File: src/rtl/uart_rx_core.sv
// UART receiver: NCO tick generator (16 ticks/bit), majority-vote bit sampling,
// frame FSM and a first-word-fall-through receive FIFO.
module uart_rx_core #(
  parameter int DATA_W     = 9,
  parameter int FIFO_DEPTH = 4
) (
  input  logic              clk,
  input  logic              rst_n,
  input  logic              rxd,
  input  logic [15:0]       cfg_inc,
  input  logic [3:0]        cfg_bits,
  input  logic [1:0]        cfg_parity,
  input  logic              cfg_stop,
  output logic [DATA_W-1:0] m_data,
  output logic              m_perr,
  output logic              m_ferr,
  output logic              m_valid,
  input  logic              m_ready,
  output logic              overrun,
  output logic              brk,
  output logic              busy
);

  localparam int AW = $clog2(FIFO_DEPTH);
  localparam int EW = DATA_W + 2;

  typedef enum logic [2:0] {
    S_IDLE, S_START, S_DATA, S_PARITY, S_STOP, S_COMMIT, S_WAIT_IDLE
  } state_t;

  state_t            state_q, state_d;
  logic [15:0]       acc_q, acc_d;
  logic [1:0]        sync_q, sync_d;
  logic [3:0]        cnt_q, cnt_d;
  logic              s7_q, s7_d, s8_q, s8_d;
  logic [3:0]        bits_q, bits_d;
  logic [1:0]        pmode_q, pmode_d;
  logic              stop2_q, stop2_d;
  logic [3:0]        idx_q, idx_d;
  logic [DATA_W-1:0] data_q, data_d;
  logic              par_q, par_d, parbit_q, parbit_d;
  logic              perr_q, perr_d, ferr_q, ferr_d;
  logic              brk_q, brk_d, ovr_q, ovr_d, busy_q, busy_d;
  logic [AW:0]       wr_q, wr_d, rd_q, rd_d;
  logic [EW-1:0]     mem_q [FIFO_DEPTH];

  logic [16:0]       acc_sum;
  logic              tick, rxs, maj, decide, par_en;
  logic [3:0]        bits_clamp;
  logic              push, pop, empty, full, wr_en;
  logic [EW-1:0]     head;

  assign acc_sum = {1'b0, acc_q} + {1'b0, cfg_inc};
  assign tick    = acc_sum[16];
  assign rxs     = sync_q[1];
  assign maj     = (s7_q & s8_q) | (s7_q & rxs) | (s8_q & rxs);
  assign decide  = tick && (cnt_q == 4'd9);
  assign par_en  = (pmode_q == 2'b01) || (pmode_q == 2'b10);

  always_comb begin
    if (cfg_bits < 4'd5)                bits_clamp = 4'd5;
    else if (cfg_bits > 4'(DATA_W))     bits_clamp = 4'(DATA_W);
    else                                bits_clamp = cfg_bits;
  end

  assign empty = (wr_q == rd_q);
  assign full  = (wr_q[AW] != rd_q[AW]) && (wr_q[AW-1:0] == rd_q[AW-1:0]);
  assign pop   = !empty && m_ready;
  assign wr_en = push && (!full || pop);

  always_comb begin
    state_d  = state_q;
    acc_d    = acc_sum[15:0];
    sync_d   = {sync_q[0], rxd};
    cnt_d    = cnt_q;
    s7_d     = s7_q;
    s8_d     = s8_q;
    bits_d   = bits_q;
    pmode_d  = pmode_q;
    stop2_d  = stop2_q;
    idx_d    = idx_q;
    data_d   = data_q;
    par_d    = par_q;
    parbit_d = parbit_q;
    perr_d   = perr_q;
    ferr_d   = ferr_q;
    brk_d    = 1'b0;
    push     = 1'b0;

    // Bit-sampling states share one free-running 0..15 tick counter.
    if (tick && (state_q == S_START || state_q == S_DATA ||
                 state_q == S_PARITY || state_q == S_STOP)) begin
      cnt_d = cnt_q + 4'd1;
      if (cnt_q == 4'd7) s7_d = rxs;
      if (cnt_q == 4'd8) s8_d = rxs;
    end

    case (state_q)
      S_IDLE: begin
        if (tick && !rxs) begin
          state_d  = S_START;
          cnt_d    = 4'd0;
          bits_d   = bits_clamp;
          pmode_d  = cfg_parity;
          stop2_d  = cfg_stop;
          idx_d    = 4'd0;
          data_d   = '0;
          par_d    = 1'b0;
          parbit_d = 1'b0;
          perr_d   = 1'b0;
          ferr_d   = 1'b0;
        end
      end
      S_START: if (decide) state_d = maj ? S_IDLE : S_DATA;
      S_DATA: begin
        if (decide) begin
          data_d[idx_q] = maj;
          par_d         = par_q ^ maj;
          if (idx_q == bits_q - 4'd1) begin
            idx_d   = 4'd0;
            state_d = par_en ? S_PARITY : S_STOP;
          end else begin
            idx_d = idx_q + 4'd1;
          end
        end
      end
      S_PARITY: begin
        if (decide) begin
          parbit_d = maj;
          perr_d   = (pmode_q == 2'b10) ? ~(par_q ^ maj) : (par_q ^ maj);
          state_d  = S_STOP;
        end
      end
      S_STOP: begin
        if (decide) begin
          // A low stop bit ends the frame immediately.
          if (!maj || idx_q == {3'b000, stop2_q}) begin
            ferr_d  = !maj;
            brk_d   = (data_q == '0) && (!par_en || !parbit_q) && !maj;
            state_d = S_COMMIT;
          end else begin
            idx_d = idx_q + 4'd1;
          end
        end
      end
      S_COMMIT: begin
        push    = 1'b1;
        cnt_d   = 4'd0;
        state_d = ferr_q ? S_WAIT_IDLE : S_IDLE;
      end
      S_WAIT_IDLE: begin
        if (tick) begin
          if (!rxs)                cnt_d = 4'd0;
          else if (cnt_q == 4'd15) state_d = S_IDLE;
          else                     cnt_d = cnt_q + 4'd1;
        end
      end
      default: state_d = S_IDLE;
    endcase

    busy_d = (state_d != S_IDLE);
    ovr_d  = push && full && !pop;
    wr_d   = wr_q + {{AW{1'b0}}, wr_en};
    rd_d   = rd_q + {{AW{1'b0}}, pop};
  end

  always_ff @(posedge clk or negedge rst_n) begin
    if (!rst_n) begin
      state_q  <= S_IDLE;
      acc_q    <= '0;
      sync_q   <= 2'b11;
      cnt_q    <= '0;
      s7_q     <= 1'b1;
      s8_q     <= 1'b1;
      bits_q   <= 4'd8;
      pmode_q  <= 2'b00;
      stop2_q  <= 1'b0;
      idx_q    <= '0;
      data_q   <= '0;
      par_q    <= 1'b0;
      parbit_q <= 1'b0;
      perr_q   <= 1'b0;
      ferr_q   <= 1'b0;
      brk_q    <= 1'b0;
      ovr_q    <= 1'b0;
      busy_q   <= 1'b0;
      wr_q     <= '0;
      rd_q     <= '0;
    end else begin
      state_q  <= state_d;
      acc_q    <= acc_d;
      sync_q   <= sync_d;
      cnt_q    <= cnt_d;
      s7_q     <= s7_d;
      s8_q     <= s8_d;
      bits_q   <= bits_d;
      pmode_q  <= pmode_d;
      stop2_q  <= stop2_d;
      idx_q    <= idx_d;
      data_q   <= data_d;
      par_q    <= par_d;
      parbit_q <= parbit_d;
      perr_q   <= perr_d;
      ferr_q   <= ferr_d;
      brk_q    <= brk_d;
      ovr_q    <= ovr_d;
      busy_q   <= busy_d;
      wr_q     <= wr_d;
      rd_q     <= rd_d;
    end
  end

  always_ff @(posedge clk) begin
    if (wr_en) mem_q[wr_q[AW-1:0]] <= {data_q, perr_q, ferr_q};
  end

  // Head is masked while empty so outputs read 0 out of reset.
  assign head    = mem_q[rd_q[AW-1:0]];
  assign m_valid = !empty;
  assign m_data  = empty ? '0 : head[EW-1:2];
  assign m_perr  = empty ? 1'b0 : head[1];
  assign m_ferr  = empty ? 1'b0 : head[0];
  assign overrun = ovr_q;
  assign brk     = brk_q;
  assign busy    = busy_q;

endmodule

File: config.mk
export PLATFORM = sky130hd
export DESIGN_NAME = uart_rx_core
export DESIGN_NICKNAME = d
export VERILOG_FILES = /design/src/rtl/uart_rx_core.sv
export SDC_FILE = /design/constraint.sdc
export NUM_CORES = 1
export LEC_CHECK = 0
export ABC_CLOCK_PERIOD_IN_PS = 4200
export CAP_MARGIN = 30
export CORE_ASPECT_RATIO = 0.8
export CORE_MARGIN = 4
export CORE_UTILIZATION = 61
export DETAILED_ROUTE_END_ITERATION = 8
export PLACE_DENSITY = 0.84
export SYNTH_ARGS = -nofsm -noshare
export SYNTH_HDL_FRONTEND = slang
export SYNTH_SLANG_ARGS = --single-unit
File: constraint.sdc
create_clock -name clk -period 4.2 [get_ports clk]
set_input_delay 0.84 -clock clk [delete_from_list [all_inputs] [get_ports clk]]
set_output_delay 0.84 -clock clk [all_outputs]
set_load 0.02 [all_outputs]
Yosys cells after proc, flatten, opt, wreduce, memory -nomap -nowiden --
Memories as Yosys holds them, arrays and structs flattened. Cells that the tools add are included.
Word-level totals: flip-flop bits (word level) 60, bits in latches 0, bits in writable memories 44, memory bits (read-only) 0, input port bits 27, output and inout port bits 15, word-level logic and storage cells 154, memories 1
Memories:
- mem_q | depth 4, width 11, rd ports 1, clocked after Yosys merged registers in 0, write ports 1, line 45 | logic [EW-1:0] mem_q [FIFO_DEPTH];
Cells by class: $add $sub $neg 6, multiply operators 0, div/mod/pow operators 0, order comparisons 4, eq/ne operators 23, shift operators 0, muxes and demuxes 54, bitwise operators 7, reduce and logical (&&, ||, !) cells 39
Operator list (number):
- 2-to-1 mux 4 bit | 12
- 2-to-1 mux 3 bit | 12
- 2-to-1 mux 9 bit | 3
- one-hot mux 4 bit (3 select lines) | 2
- one-hot mux 3 bit (7 select lines) | 1
- one-hot mux 9 bit (2 select lines) | 1
- adder 16 x 16 -> 17 bit | 1
- 2-to-1 mux 1 bit | 16
- == test 4 bit, second input constant | 3
- logical AND 1 bit | 11
- != test 2 bit, second input constant | 5
- bitwise mux 9 bit | 1
- == test 3 bit, second input constant | 3
- zero test 9 bit | 1
- adder 4 x 1 -> 4 bit, second input constant | 2
- one-hot mux 1 bit (2 select lines) | 4
- zero test 1 bit | 7
- logical OR 1 bit | 7
- adder 3 x 1 -> 3 bit | 2
- == test 3 x 2 -> 1 bit, second input constant | 2
- AND reduction 2 bit | 3
- AND reduction 3 bit | 2
- nonzero test 2 bit | 3
- nonzero test 3 bit | 2
- 24 further kinds | 27

Logic depth before layout (Yosys ltp) --
Gate-level depths: netlist of the first run.
depth after elaboration 10, gate-level depth with buffers 10, gate-level depth less buffers 9

Worst setup path before layout of the first run --
OpenSTA, ideal clock, no wires.
path type input -> register, from in cfg_inc[0], to reg busy_q (netlist: busy), setup time 71 ps, data arrival time 2669 ps, required time 4129 ps, slack 1460 ps, stages 9, path buffers 0, path through ha_1 -> fa_1 -> a211oi_2 -> o21ai_2 -> nand3_4 -> a21oi_4 -> o21ai_2 -> mux2_1 -> nand4_1
Between the ends: cells in the longest elaborated chain, start to end 5, elaborated cells on any way between the ends 11, those cells by class 1 x add/sub; 7 x mux; 3 x reduce/logical
Ends and longest elaborated chain:
- start, declared | line 10 | input logic [15:0] cfg_inc,
- adder 16 x 16 -> 17 bit (*) | line 53 | assign acc_sum = {1'b0, acc_q} + {1'b0, cfg_inc};
- logical AND 1 bit, on equally long branches | line 57, 100
- 2-to-1 mux 3 bit, on equally long branches
- one-hot mux 3 bit (7 select lines) (*) | line 98 | case (state_q)
- nonzero test 3 bit (*) | line 161 | busy_d = (state_d != S_IDLE);
- named net busy_d | line 43 | logic brk_q, brk_d, ovr_q, ovr_d, busy_q, busy_d;
- end signal, assigned | line 207 | busy_q <= busy_d;
- end, declared | line 43
Mark *: on every way through the listed nets, which the timed path passes. The rest lies on a longest branch. A chain may end at the register's enable or synchronous reset.

Worst setup path in the final report of the first run --
from reg rd_q[0], to out m_data[2]
Between the ends: cells in the longest elaborated chain, start to end 2, elaborated cells on any way between the ends 3, those cells by class 1 x eq/ne; 1 x mux; 1 x memory
Ends and longest elaborated chain:
- start, declared | line 44 | logic [AW:0] wr_q, wr_d, rd_q, rd_d;
- start signal, assigned | line 209 | rd_q <= rd_d;
- memory (4 x 11 bit) / == test 3 bit (equally long branches)
- 2-to-1 mux 9 bit (*) | line 220 | assign m_data = empty ? '0 : head[EW-1:2];
- end, declared | line 14 | output logic [DATA_W-1:0] m_data,
Mark *: on every way between the ends. The rest lies on a longest branch, timed or not.

==> implementation parameters, run 1 <==
Parameter                              Value

CTS
  CTS Hold Bufs ... 0
  Worst skew pair latency ... 0.37 ns
  Total of cells resized after clock tree synthesis ... 0
  Cts bufs inserted ... 9
  H-Tree Level Count ... 3
  CTS Buffer Depth ... 2
  TritonCTS clock tree ... built
  Number of clock sinks seen by CTS ... 104
  Cell chosen for the clock root ... sky130_fd_sc_hd__clkbuf_8
  # Post-CTS Setup Buffers ... 0
  Clock transition at path regs ... about 0.11 ns

Power and ir drop
  Share of total power in combinational logic ... 44.7%
  Sw Pwr ... 1.51 mW
  Total power after layout ... 3.76 mW
  Portion of total power attributed to the clock network ... 15.8%
  Pwr/cell area ... approximately 600 nW/um^2
  Reported leakage power ... 2.49 nW
  Switching share of power ... 40.2%
  Share of total power in sequential cells ... 39.5%
  VDD IR-drop max ... 0.454 mV
  Internal power of the cells ... 2.25 mW

Synth
  Net count after synthesis ... 512
  Post-synth top flop ... sky130_fd_sc_hd__dfrtp_1
  Area of the mapped netlist ... 5470 um^2
  Sequential share of the synthesized area ... 51.7%
  Library cells used by synthesis ... 71
  YS warnings ... 0
  Number of synthesized flops with an enable pin ... 44
  Number of standard cells after synthesis ... between 400 and 500
  Average footprint of a synthesized cell ... 12.0 um^2
  Async S/R FF share, synth ... 57.7%
  Post-synthesis sequential element count ... roughly 100

Finish
  Final-layout fill cell count ... 588
  Sequential cell area ... 2830 um^2
  Footprint of the multi-input gates ... 2520 um^2
  Antenna diode count ... 0
  Area growth from synthesis to layout ... 12.7%
  Final cell count without fillers ... 614
  Final layout net count ... 554
  Fraction of final layout cells with drive strength greater than 1 ... between 10% and 20%

Worst hold path
  Hold path startpoint ... sync_q[0]$_DFF_PN1_
  Worst hold path class ... flop to flop

Worst setup path
  Register-to-Register Path Depth ... 6
  Biggest cell delay along the critical path ... slightly below 0.9 ns
  Setup slack on the worst flop-to-flop path ... 1.44 ns
  Endpoint arrival time on the critical path ... ~2.7 ns
  Last element of the critical path ... m_data[2]
  Kind of capture point of the worst setup path ... output port
  Critical Path Slowest Stage Cell ... sky130_fd_sc_hd__dfrtp_1
  Worst Path Class, Setup ... flop to output port
  Capture instance of the worst register-to-register path ... mem_q[2][6]$_DFFE_PP_
  CP max FO ... 13
  Element type at the critical path start ... flop
  CP Cell Sequence ... xnor2_1, and3_1, nor2b_1, clkdlybuf4s50_1
  Startpoint of the worst-slack reg-to-reg timing path ... state_q[2]$_DFF_PN0_
  Data required time of the critical path ... 3.36 ns
  Critical path launch point ... rd_q[0]$_DFF_PN0_

Place
  Final HPWL DP ... 8060 um
  Port Buffer Count ... 41
  Global placement routability congestion ... 0.907
  Number of placed instances, taps included ... 598

GRT
  Largest net degree at the start of global routing ... 41
  Total global routing overflow ... 0
  Number of antenna violations at the first check in global routing ... 0
  Vias in the first global route ... 3,675
  First-pass GRT wire length ... 18,200 um
  All-layer global routing usage ... 21.9%

Drt
  Count of nets left with antenna violations after detail routing ... 0
  Number of detailed-route iterations in the first pass ... 5
  Detailed Route Iter0 Violations ... 314
  Total via count after detailed routing ... 3,754
  Number of remaining DRC errors ... 0
  Detailed Route WL ... about 11,000 um
  Detail-routed via count per cell ... 6.11
  Wire length per cell after detailed routing ... 18.1 um

Outcome
  Outcome ... complete, no violations

STA
  Remaining max-slew budget at the tightest pin ... 34.3%
  Final hold violations ... 0
  Actual slew at the worst max-slew pin ... 0.982 ns
  Final worst path period share ... between 80% and 90%
  Minimum period implied by the final worst setup slack ... 3.49 ns
  Fin Setup TNS ... 0 ns
  Setup clock skew after layout ... 0.0148 ns
  Unrepaired setup endpoints after global routing ... no
  Count of final max-slew check failures ... 0
  Upper clock frequency limit ... 287 MHz
  Final count of negative-setup-slack endpoints ... 0

Die
  Count of pins on the block boundary ... 42
  Number of standard-cell rows in the floorplan ... 30
  DIE AREA ... 10,600 um^2
  Y dimension of the die ... 92.7 um
  Overall die width ... 114 um
  Initial Utilization ... 63.6%
  Total core area ... 8600 um^2

Run
  Count of max-cap constraint violations ... 0
[worst min path at each step]
stage	endpoint	slack (ns)	cells past startpoint
2_1_floorplan	sync_q[1]$_DFF_PN1_	0.35	0
3_3_place_gp	sync_q[1]$_DFF_PN1_	0.35	0
3_5_place_dp	sync_q[1]$_DFF_PN1_	0.35	0
4_1_cts	sync_q[1]$_DFF_PN1_	0.37	0
5_1_grt	sync_q[1]$_DFF_PN1_	0.37	0
6_report	sync_q[1]$_DFF_PN1_	0.37	0
[logic make-up after synthesis]
| logic type | synth area share, % |
|---|---|
| xor+xnor | 4.62 |
| buf+inv | 2.17 |
| mux | 6.61 |
| simple gates | 12.5 |
| fa+ha+maj | 7.19 |
| compound gates | 15.1 |
| flops | 51.7 |
[cell usage in the layout (no fill, tap or decap), types with 19 or more instances in the layout]
cell type / count
sky130_fd_sc_hd__nand2_1: 38
sky130_fd_sc_hd__ha_1: 29
sky130_fd_sc_hd__edfxtp_1: 44
sky130_fd_sc_hd__a21oi_1: 20
sky130_fd_sc_hd__xnor2_1: 21
sky130_fd_sc_hd__dfrtp_1: 55
sky130_fd_sc_hd__nor2_1: 25
sky130_fd_sc_hd__clkdlybuf4s50_1: 40
sky130_fd_sc_hd__nor2b_1: 19
[through the flow]
stage / cell area, um^2 / hold slack, ns / util, % / setup WS [ns]
final: 6160 / 0.375 / 71.7 / 0.714
after global routing: 6160 / 0.373 / 71.7 / 0.460
after CTS: 6160 / 0.374 / 71.7 / 0.625
after detailed placement: 5970 / 0.350 / 69.5 / 0.801
after global placement: 5970 / 0.348 / 69.5 / 0.873
after floorplan: 5470 / 0.345 / - / 1.46
[state kept, by name (all words and copies together), names as in the netlist, 4 cells and up]
name,flops
acc_q,16
bits_q,4
cnt_q,4
data_q,9
idx_q,4
mem_q,44
[synth_stat cells, drive strengths merged, types with 3 or more instances]
| master | instances | area share (%) |
|---|---|---|
| nand3 | 11 | 1.2 |
| o2bb2ai | 8 | 1.3 |
| buf | 5 | 0.59 |
| nor4 | 5 | 0.69 |
| o21ai | 22 | 2.2 |
| dfrtp | 55 | 25 |
| mux2 | 3 | 0.62 |
| dfstp | 5 | 2.4 |
| nand2 | 38 | 2.6 |
| ha | 29 | 6.6 |
| a21boi | 4 | 0.82 |
| xnor2 | 22 | 3.7 |
| nor3 | 7 | 0.64 |
| xor2 | 6 | 0.96 |
| mux4 | 11 | 4.5 |
| o22ai | 3 | 0.34 |
| or3 | 3 | 0.34 |
| edfxtp | 44 | 24 |
| inv | 15 | 1.0 |
| nor3b | 3 | 0.41 |
| o31ai | 3 | 0.41 |
| a211oi | 6 | 1.1 |
| o21bai | 5 | 0.69 |
| and2 | 3 | 0.39 |
| mux2i | 8 | 1.5 |
| nand3b | 3 | 0.41 |
| nand4 | 3 | 0.34 |
| and3 | 6 | 0.69 |
| a21o | 9 | 1.4 |
| a21oi | 25 | 3.0 |
| o211ai | 4 | 0.55 |
| nor2 | 25 | 1.7 |
| clkbuf | 8 | 0.55 |
| nor2b | 20 | 2.4 |
[metal layers]
metal,share of wire (%),up-vias,global-route usage [%],wire (um)
li1,-,1775,-,-
met1,45,1826,30.5,4960
met2,48,137,35.5,5360
met3,5.8,16,4.18,640
met4,1.4,0,5.54,150
met5,0,-,0,0
[power by group through the flow]
stage / Sequential, mW / Combinational, mW / Clock, mW
after floorplan: 1.39 / 1.32 / 0
after global placement: 1.50 / 1.59 / 0
final: 1.49 / 1.68 / 0.595
after detailed placement: 1.51 / 1.65 / 0
after CTS: 1.49 / 1.67 / 0.604
after global routing: 1.52 / 1.84 / 0.644
[area by class of cell]
type / instances / share of cell area [%]
clock buffers: 9 / 2.01
clock inverters: 7 / 1.04
inverters: 15 / 0.914
multi-input cells: 323 / 40.9
flip-flops and latches: 104 / 45.9
well taps: 112 / 2.27
repair buffers: 44 / 6.95
[worst max-delay path, delay by kind of cell, from the launching register on]
| family | cells | cell delay (ns) |
|---|---|---|
| AND/OR/NAND/NOR | 2 | 0.57 |
| buffers and inverters | 1 | 0.64 |
| XOR/XNOR | 1 | 0.18 |
| flip-flops | 1 | 0.87 |
Power figures use the tool's default switching activity.
==> inputs of run 2 (changes only) <==
Settings changed: ABC_CLOCK_PERIOD_IN_PS 4200 to 3500, CORE_UTILIZATION 61 to 59, PLACE_DENSITY 0.84 to 0.81.
Clock period 4.2 ns to 3.5 ns, I/O delays scaled along.
==> implementation parameters, run 2 (synthesized netlist as in run 1, its figures left out) <==
Parameter                              Value

Die
  Count of pins on the block boundary ... 42 (unchanged)
  Number of standard-cell rows in the floorplan ... 31 (was 30)
  Y dimension of the die ... 94.1 um (was 92.7 um)
  Initial Utilization ... 60.5% (was 63.6%)
  Total core area ... 9040 um^2 (was 8600 um^2)
  Overall die width ... 116 um (was 114 um)
  DIE AREA ... 10,900 um^2 (was 10,600 um^2)

Worst setup path
  Data required time of the critical path ... 2.80 ns (was 3.36 ns)
  Worst Path Class, Setup ... flop to output port (unchanged)
  CP Cell Sequence ... buf_4, mux4_2, nor2b_1, clkdlybuf4s50_1 (was xnor2_1, and3_1, nor2b_1, clkdlybuf4s50_1)
  Critical path launch point ... rd_q[0]$_DFF_PN0_ (unchanged)
  CP max FO ... 8 (was 13)
  Last element of the critical path ... m_data[1] (was m_data[2])
  Endpoint arrival time on the critical path ... 2.47 ns (was 2.65 ns)
  Capture instance of the worst register-to-register path ... data_q[7]$_DFFE_PN0P_ (was mem_q[2][6]$_DFFE_PP_)
  Element type at the critical path start ... flop (unchanged)
  Setup slack on the worst flop-to-flop path ... 0.99 ns (was 1.44 ns)
  Register-to-Register Path Depth ... 9 (was 6)
  Startpoint of the worst-slack reg-to-reg timing path ... acc_q[0]$_DFF_PN0_ (was state_q[2]$_DFF_PN0_)
  Critical Path Slowest Stage Cell ... sky130_fd_sc_hd__dfrtp_1 (unchanged)
  Kind of capture point of the worst setup path ... output port (unchanged)
  Biggest cell delay along the critical path ... 0.61 ns (was 0.87 ns)

CTS
  Cts bufs inserted ... 9 (unchanged)
  Number of clock sinks seen by CTS ... 104 (unchanged)
  Total of cells resized after clock tree synthesis ... 0 (unchanged)
  CTS Buffer Depth ... 2 (unchanged)
  Clock transition at path regs ... 0.07 ns (was 0.11 ns)
  Worst skew pair latency ... 0.35 ns (was 0.37 ns)
  Cell chosen for the clock root ... sky130_fd_sc_hd__clkbuf_16 (was sky130_fd_sc_hd__clkbuf_8)
  CTS Hold Bufs ... 0 (unchanged)
  # Post-CTS Setup Buffers ... 0 (unchanged)
  H-Tree Level Count ... 3 (unchanged)
  TritonCTS clock tree ... built (unchanged)

Drt
  Detail-routed via count per cell ... 5.98 (was 6.11)
  Detailed Route Iter0 Violations ... 301 (was 314)
  Number of remaining DRC errors ... 0 (unchanged)
  Number of detailed-route iterations in the first pass ... 5 (unchanged)
  Detailed Route WL ... 11,200 um (was 11,100 um)
  Total via count after detailed routing ... 3,728 (was 3,754)
  Wire length per cell after detailed routing ... 18.0 um (was 18.1 um)
  Count of nets left with antenna violations after detail routing ... 0 (unchanged)

Power and ir drop
  Reported leakage power ... 2.58 nW (was 2.49 nW)
  Pwr/cell area ... 765 nW/um^2 (was 611 nW/um^2)
  VDD IR-drop max ... 0.562 mV (was 0.454 mV)

GRT
  First-pass GRT wire length ... 18,400 um (was 18,200 um)
  Total global routing overflow ... 0 (unchanged)
  Number of antenna violations at the first check in global routing ... 0 (unchanged)
  Vias in the first global route ... 3,779 (was 3,675)
  Largest net degree at the start of global routing ... 33 (was 41)
  All-layer global routing usage ... 22.0% (was 21.9%)

Worst hold path
  Worst hold path class ... input pin to async pin (was flop to flop)

Finish
  Cell area after layout ... 6340 um^2 (was 6160 um^2)
  Number of flip-flops under the largest register name ... 44 (unchanged)
  Final layout net count ... 560 (was 554)
  Fraction of final layout cells with drive strength greater than 1 ... 11.6% (was 10.6%)
  Highest-count cells in the layout ignoring fill and taps ... sky130_fd_sc_hd__dfrtp_1, sky130_fd_sc_hd__edfxtp_1, sky130_fd_sc_hd__clkdlybuf4s50_1 (unchanged)
  Most common library cell in the layout ignoring fill and taps ... sky130_fd_sc_hd__dfrtp_1 (unchanged)
  Area growth from synthesis to layout ... 15.9% (was 12.7%)
  Antenna diode count ... 0 (unchanged)

STA
  Count of final max-slew check failures ... 0 (unchanged)
  Final count of negative-setup-slack endpoints ... 0 (unchanged)
  Setup clock skew after layout ... 0.00965 ns (was 0.0148 ns)
  Unrepaired setup endpoints after global routing ... no (unchanged)
  Remaining max-slew budget at the tightest pin ... 60.9% (was 34.3%)
  Upper clock frequency limit ... 316 MHz
  Minimum period implied by the final worst setup slack ... between 3 and 4 ns
  Fin Setup TNS ... 0 ns (unchanged)
  Actual slew at the worst max-slew pin ... 0.586 ns (was 0.982 ns)
  Final worst path period share ... between 90% and 100%
  Final hold violations ... 0 (unchanged)

Place
  Final HPWL DP ... 8070 um (was 8060 um)
  Port Buffer Count ... 41 (unchanged)
  Placed Instance Area ... 6030 um^2 (was 5970 um^2)
  Global placement routability congestion ... 0.934 (was 0.907)

Outcome
  Outcome ... complete, no violations (unchanged)

Run
  Count of max-cap constraint violations ... 0 (unchanged)
run 2: cell count changes in the layout (fill, tap and decap cells not counted):
cell / delta
sky130_fd_sc_hd__bufinv_16: +1
sky130_fd_sc_hd__buf_4: +5
sky130_fd_sc_hd__clkinv_2: +1
sky130_fd_sc_hd__clkbuf_16: +9
sky130_fd_sc_hd__inv_8: -1
sky130_fd_sc_hd__clkinvlp_4: -1
sky130_fd_sc_hd__clkbuf_8: -9
sky130_fd_sc_hd__buf_12: +1
run 2: per-layer routing:
metal | GRT usage [%] | vias to the layer above | part of all wire (%)
li1 | - | 1784 | -
met1 | 29.5 | 1811 | 45
met2 | 36.1 | 114 | 48
met3 | 4.38 | 19 | 5.0
met4 | 7.44 | 0 | 1.6
met5 | 0 | - | 0
run 2: cell type report:
class	instances	area (um^2)
sequential	104	2830
fill	640	2700
clock buffer	9	225
clock inverter	7	80.1
timing repair buffer	50	485
inverter	15	56.3
multi-input combinational	323	2520
tap	115	144
run 2: metrics by stage:
step           worst slack [ns]  hold slack, ns  utilization [%]  power [mW]  cells
6_report                  0.333           0.263             70.2        4.85    623
5_1_grt                   0.202           0.286             70.2        5.16    623
4_1_cts                   0.276           0.263             70.2        4.86    623
3_5_place_dp              0.238           0.349             66.8        3.82    607
3_3_place_gp              0.312           0.348             66.6        3.73    606
2_1_floorplan             0.900           0.345                -        3.25    455
run 2: worst min path at each step:
stage / to / slack (ns) / cells past startpoint
finish: bits_q[2]$_DFFE_PN0P_ / 0.26 / 1
global route: bits_q[2]$_DFFE_PN0P_ / 0.29 / 1
CTS: stop2_q$_DFFE_PN0P_ / 0.26 / 1
detailed placement: sync_q[1]$_DFF_PN1_ / 0.35 / 0
global placement: sync_q[1]$_DFF_PN1_ / 0.35 / 0
floorplan: sync_q[1]$_DFF_PN1_ / 0.35 / 0
run 2: where the power goes:
group	total (mW)	switching (mW)	internal, mW
combinational	2.09	1.15	0.940
sequential	1.74	0.222	1.52
clock	1.02	0.462	0.562
run 2: worst max-delay path: cells and delay by family, from the launching register on:
kind                   cells  cell delay, ns
buffers and inverters      2            0.83
flip-flops                 1            0.61
multiplexers               1            0.52
AND/OR/NAND/NOR            1            0.15
==> inputs of run 3 (changes only) <==
==> constraint.sdc (replaced) <==
create_clock -name clk -period 3.5 [get_ports clk]
set_input_delay 1.05 -clock clk [delete_from_list [all_inputs] [get_ports clk]]
set_output_delay 1.05 -clock clk [all_outputs]
set_load 0.02 [all_outputs]
==> implementation parameters, run 3 (synthesized netlist as in run 1, its figures left out) <==
Parameter                              Value

CTS
  # Post-CTS Setup Buffers ... 0 (unchanged)
  H-Tree Level Count ... 3 (unchanged)
  CTS Buffer Depth ... 2 (unchanged)
  Cell chosen for the clock root ... sky130_fd_sc_hd__clkbuf_16 (unchanged)
  Clock transition at path regs ... 0.07 ns (about the same)
  TritonCTS clock tree ... built (unchanged)
  Number of clock sinks seen by CTS ... 104 (unchanged)
  Worst skew pair latency ... 0.35 ns (about the same)
  Total of cells resized after clock tree synthesis ... 0 (unchanged)
  Cts bufs inserted ... 9 (unchanged)
  CTS Hold Bufs ... 0 (unchanged)

STA
  Final worst path period share ... 94.0% (was 90.5%)
  Unrepaired setup endpoints after global routing ... no (unchanged)
  Setup clock skew after layout ... 0.00741 ns (was 0.00965 ns)
  Minimum period implied by the final worst setup slack ... 3.29 ns (was 3.17 ns)
  Final hold violations ... 0 (unchanged)
  Worst hold margin ... 0.362 ns (was 0.263 ns)
  Final count of negative-setup-slack endpoints ... 0 (unchanged)
  Fin Setup TNS ... 0 ns (unchanged)
  Remaining max-slew budget at the tightest pin ... 60.6% (was 60.9%)
  Count of final max-slew check failures ... 0 (unchanged)
  Upper clock frequency limit ... 304 MHz (was 316 MHz)
  Actual slew at the worst max-slew pin ... 0.591 ns (was 0.586 ns)

Finish
  Number of flip-flops under the largest register name ... 44 (unchanged)
  Antenna diode count ... 0 (unchanged)
  Final cell count without fillers ... 628 (was 623)
  Fraction of final layout cells with drive strength greater than 1 ... 12.7% (was 11.6%)
  Highest-count cells in the layout ignoring fill and taps ... sky130_fd_sc_hd__dfrtp_1, sky130_fd_sc_hd__edfxtp_1, sky130_fd_sc_hd__clkdlybuf4s50_1 (unchanged)
  Final layout net count ... 565 (was 560)
  Most common library cell in the layout ignoring fill and taps ... sky130_fd_sc_hd__dfrtp_1 (unchanged)
  Area growth from synthesis to layout ... 16.1% (was 15.9%)

GRT
  First-pass GRT wire length ... 18,000 um (was 18,400 um)
  All-layer global routing usage ... 21.0% (was 22.0%)
  Largest net degree at the start of global routing ... 27 (was 33)
  Number of antenna violations at the first check in global routing ... 0 (unchanged)
  Total global routing overflow ... 0 (unchanged)
  Vias in the first global route ... 3,699 (was 3,779)

Drt
  Detail-routed via count per cell ... 5.98 (about the same)
  Total via count after detailed routing ... 3,755 (was 3,728)
  Number of remaining DRC errors ... 0 (unchanged)
  Detailed Route WL ... 10,800 um (was 11,200 um)
  Metal-1 WL ... 5030 um (was 5080 um)
  Detailed Route Iter0 Violations ... 254 (was 301)
  Top routing layer in use ... met4 (unchanged)
  Count of nets left with antenna violations after detail routing ... 0 (unchanged)
  Number of detailed-route iterations in the first pass ... 5 (unchanged)
  Routed length on met3 ... 540 um (was 558 um)
  Wire length per cell after detailed routing ... 17.3 um (was 18.0 um)
  Routed wire length on met2 ... 5150 um (was 5390 um)

Die
  Y dimension of the die ... 94.1 um (unchanged)
  Initial Utilization ... 60.5% (unchanged)
  Number of standard-cell rows in the floorplan ... 31 (unchanged)
  DIE AREA ... 10,900 um^2 (unchanged)
  Total core area ... 9040 um^2 (unchanged)
  Overall die width ... 116 um (unchanged)
  Count of pins on the block boundary ... 42 (unchanged)

Worst setup path
  Element type at the critical path start ... flop (unchanged)
  Kind of capture point of the worst setup path ... output port (unchanged)
  CP max FO ... 11 (was 8)
  Worst Path Class, Setup ... flop to output port (unchanged)
  Biggest cell delay along the critical path ... 0.56 ns (was 0.61 ns)
  Data required time of the critical path ... 2.45 ns (was 2.80 ns)
  Buf+Inv Stages, Crit Path ... 2 (unchanged)
  Top cell family by delay on the critical path ... buffers and inverters (unchanged)
  Endpoint arrival time on the critical path ... 2.24 ns (was 2.47 ns)
  Critical Path Slowest Stage Cell ... sky130_fd_sc_hd__clkdlybuf4s50_1 (was sky130_fd_sc_hd__dfrtp_1)
  CP Cell Sequence ... buf_4, mux4_2, nor2b_1, clkdlybuf4s50_1 (unchanged)

Outcome
  Outcome ... complete, no violations (unchanged)

Power and ir drop
  VDD IR-drop max ... 0.486 mV (was 0.562 mV)
  Share of total power in combinational logic ... 44.2% (was 43.0%)
  Share of total power in sequential cells ... 35.7% (was 35.9%)
  Switching share of power ... 38.0% (was 37.7%)
  Total power after layout ... 4.81 mW (was 4.85 mW)
  Sw Pwr ... 1.83 mW (about the same)
  Internal power of the cells ... 2.98 mW (was 3.02 mW)
  Reported leakage power ... 2.59 nW (was 2.58 nW)
  Portion of total power attributed to the clock network ... 20.1% (was 21.1%)
  Pwr/cell area ... 758 nW/um^2 (was 765 nW/um^2)

Place
  Global placement routability congestion ... 0.887 (was 0.934)
  Port Buffer Count ... 41 (unchanged)
  Final HPWL DP ... 7780 um (was 8070 um)
  Number of placed instances, taps included ... 612 (was 607)

Run
  Count of max-cap constraint violations ... 0 (unchanged)

Worst hold path
  Worst hold path class ... flop to flop (was input pin to async pin)
run 3: power groups by stage:
stage	clock, mW	combinational [mW]	sequential (mW)
6_report	0.968	2.13	1.72
2_1_floorplan	0	1.59	1.66
3_3_place_gp	0	2.03	1.73
3_5_place_dp	0	2.10	1.74
5_1_grt	1.04	2.34	1.75
4_1_cts	0.982	2.12	1.72
run 3: worst paths after layout:
kind | from | to | slack [ns] | cells after the start
worst max-delay path | rd_q[0]$_DFF_PN0_ | m_data[8] | 0.21 | 4
worst min-delay path | sync_q[0]$_DFF_PN1_ | sync_q[1]$_DFF_PN1_ | 0.36 | 0
worst max register to register | state_q[2]$_DFF_PN0_ | mem_q[3][7]$_DFFE_PP_ | 0.98 | 5
worst min register to register | sync_q[0]$_DFF_PN1_ | sync_q[1]$_DFF_PN1_ | 0.36 | 0
max in group asynchronous | rst_n | sync_q[1]$_DFF_PN1_ | 2.28 | 2
min in group asynchronous | rst_n | acc_q[3]$_DFF_PN0_ | 0.57 | 1
run 3: layout make-up:
| type | instances | area (um^2) |
|---|---|---|
| Clock inverter | 7 | 61.3 |
| Fill cell | 636 | 2690 |
| Tap cell | 115 | 144 |
| Sequential cell | 104 | 2830 |
| Multi-Input combinational cell | 323 | 2520 |
| Inverter | 15 | 56.3 |
| Clock buffer | 9 | 225 |
| Timing Repair Buffer | 55 | 510 |
run 3: metrics by stage:
step                      instance area (um^2)  util (%)  worst slack, ns
after CTS                                 6350      70.2            0.182
final                                     6350      70.2            0.209
after global routing                      6350      70.2           0.0916
after floorplan                           5470         -            0.550
after global placement                    6060      67.0           0.0469
after detailed placement                  6060      67.0         -0.00610
run 3: per-layer routing:
metal,up-vias,GRT usage (%)
li1,1800,-
met1,1813,29.4
met2,130,33.7
met3,12,4.25
met4,0,5.70
met5,-,0
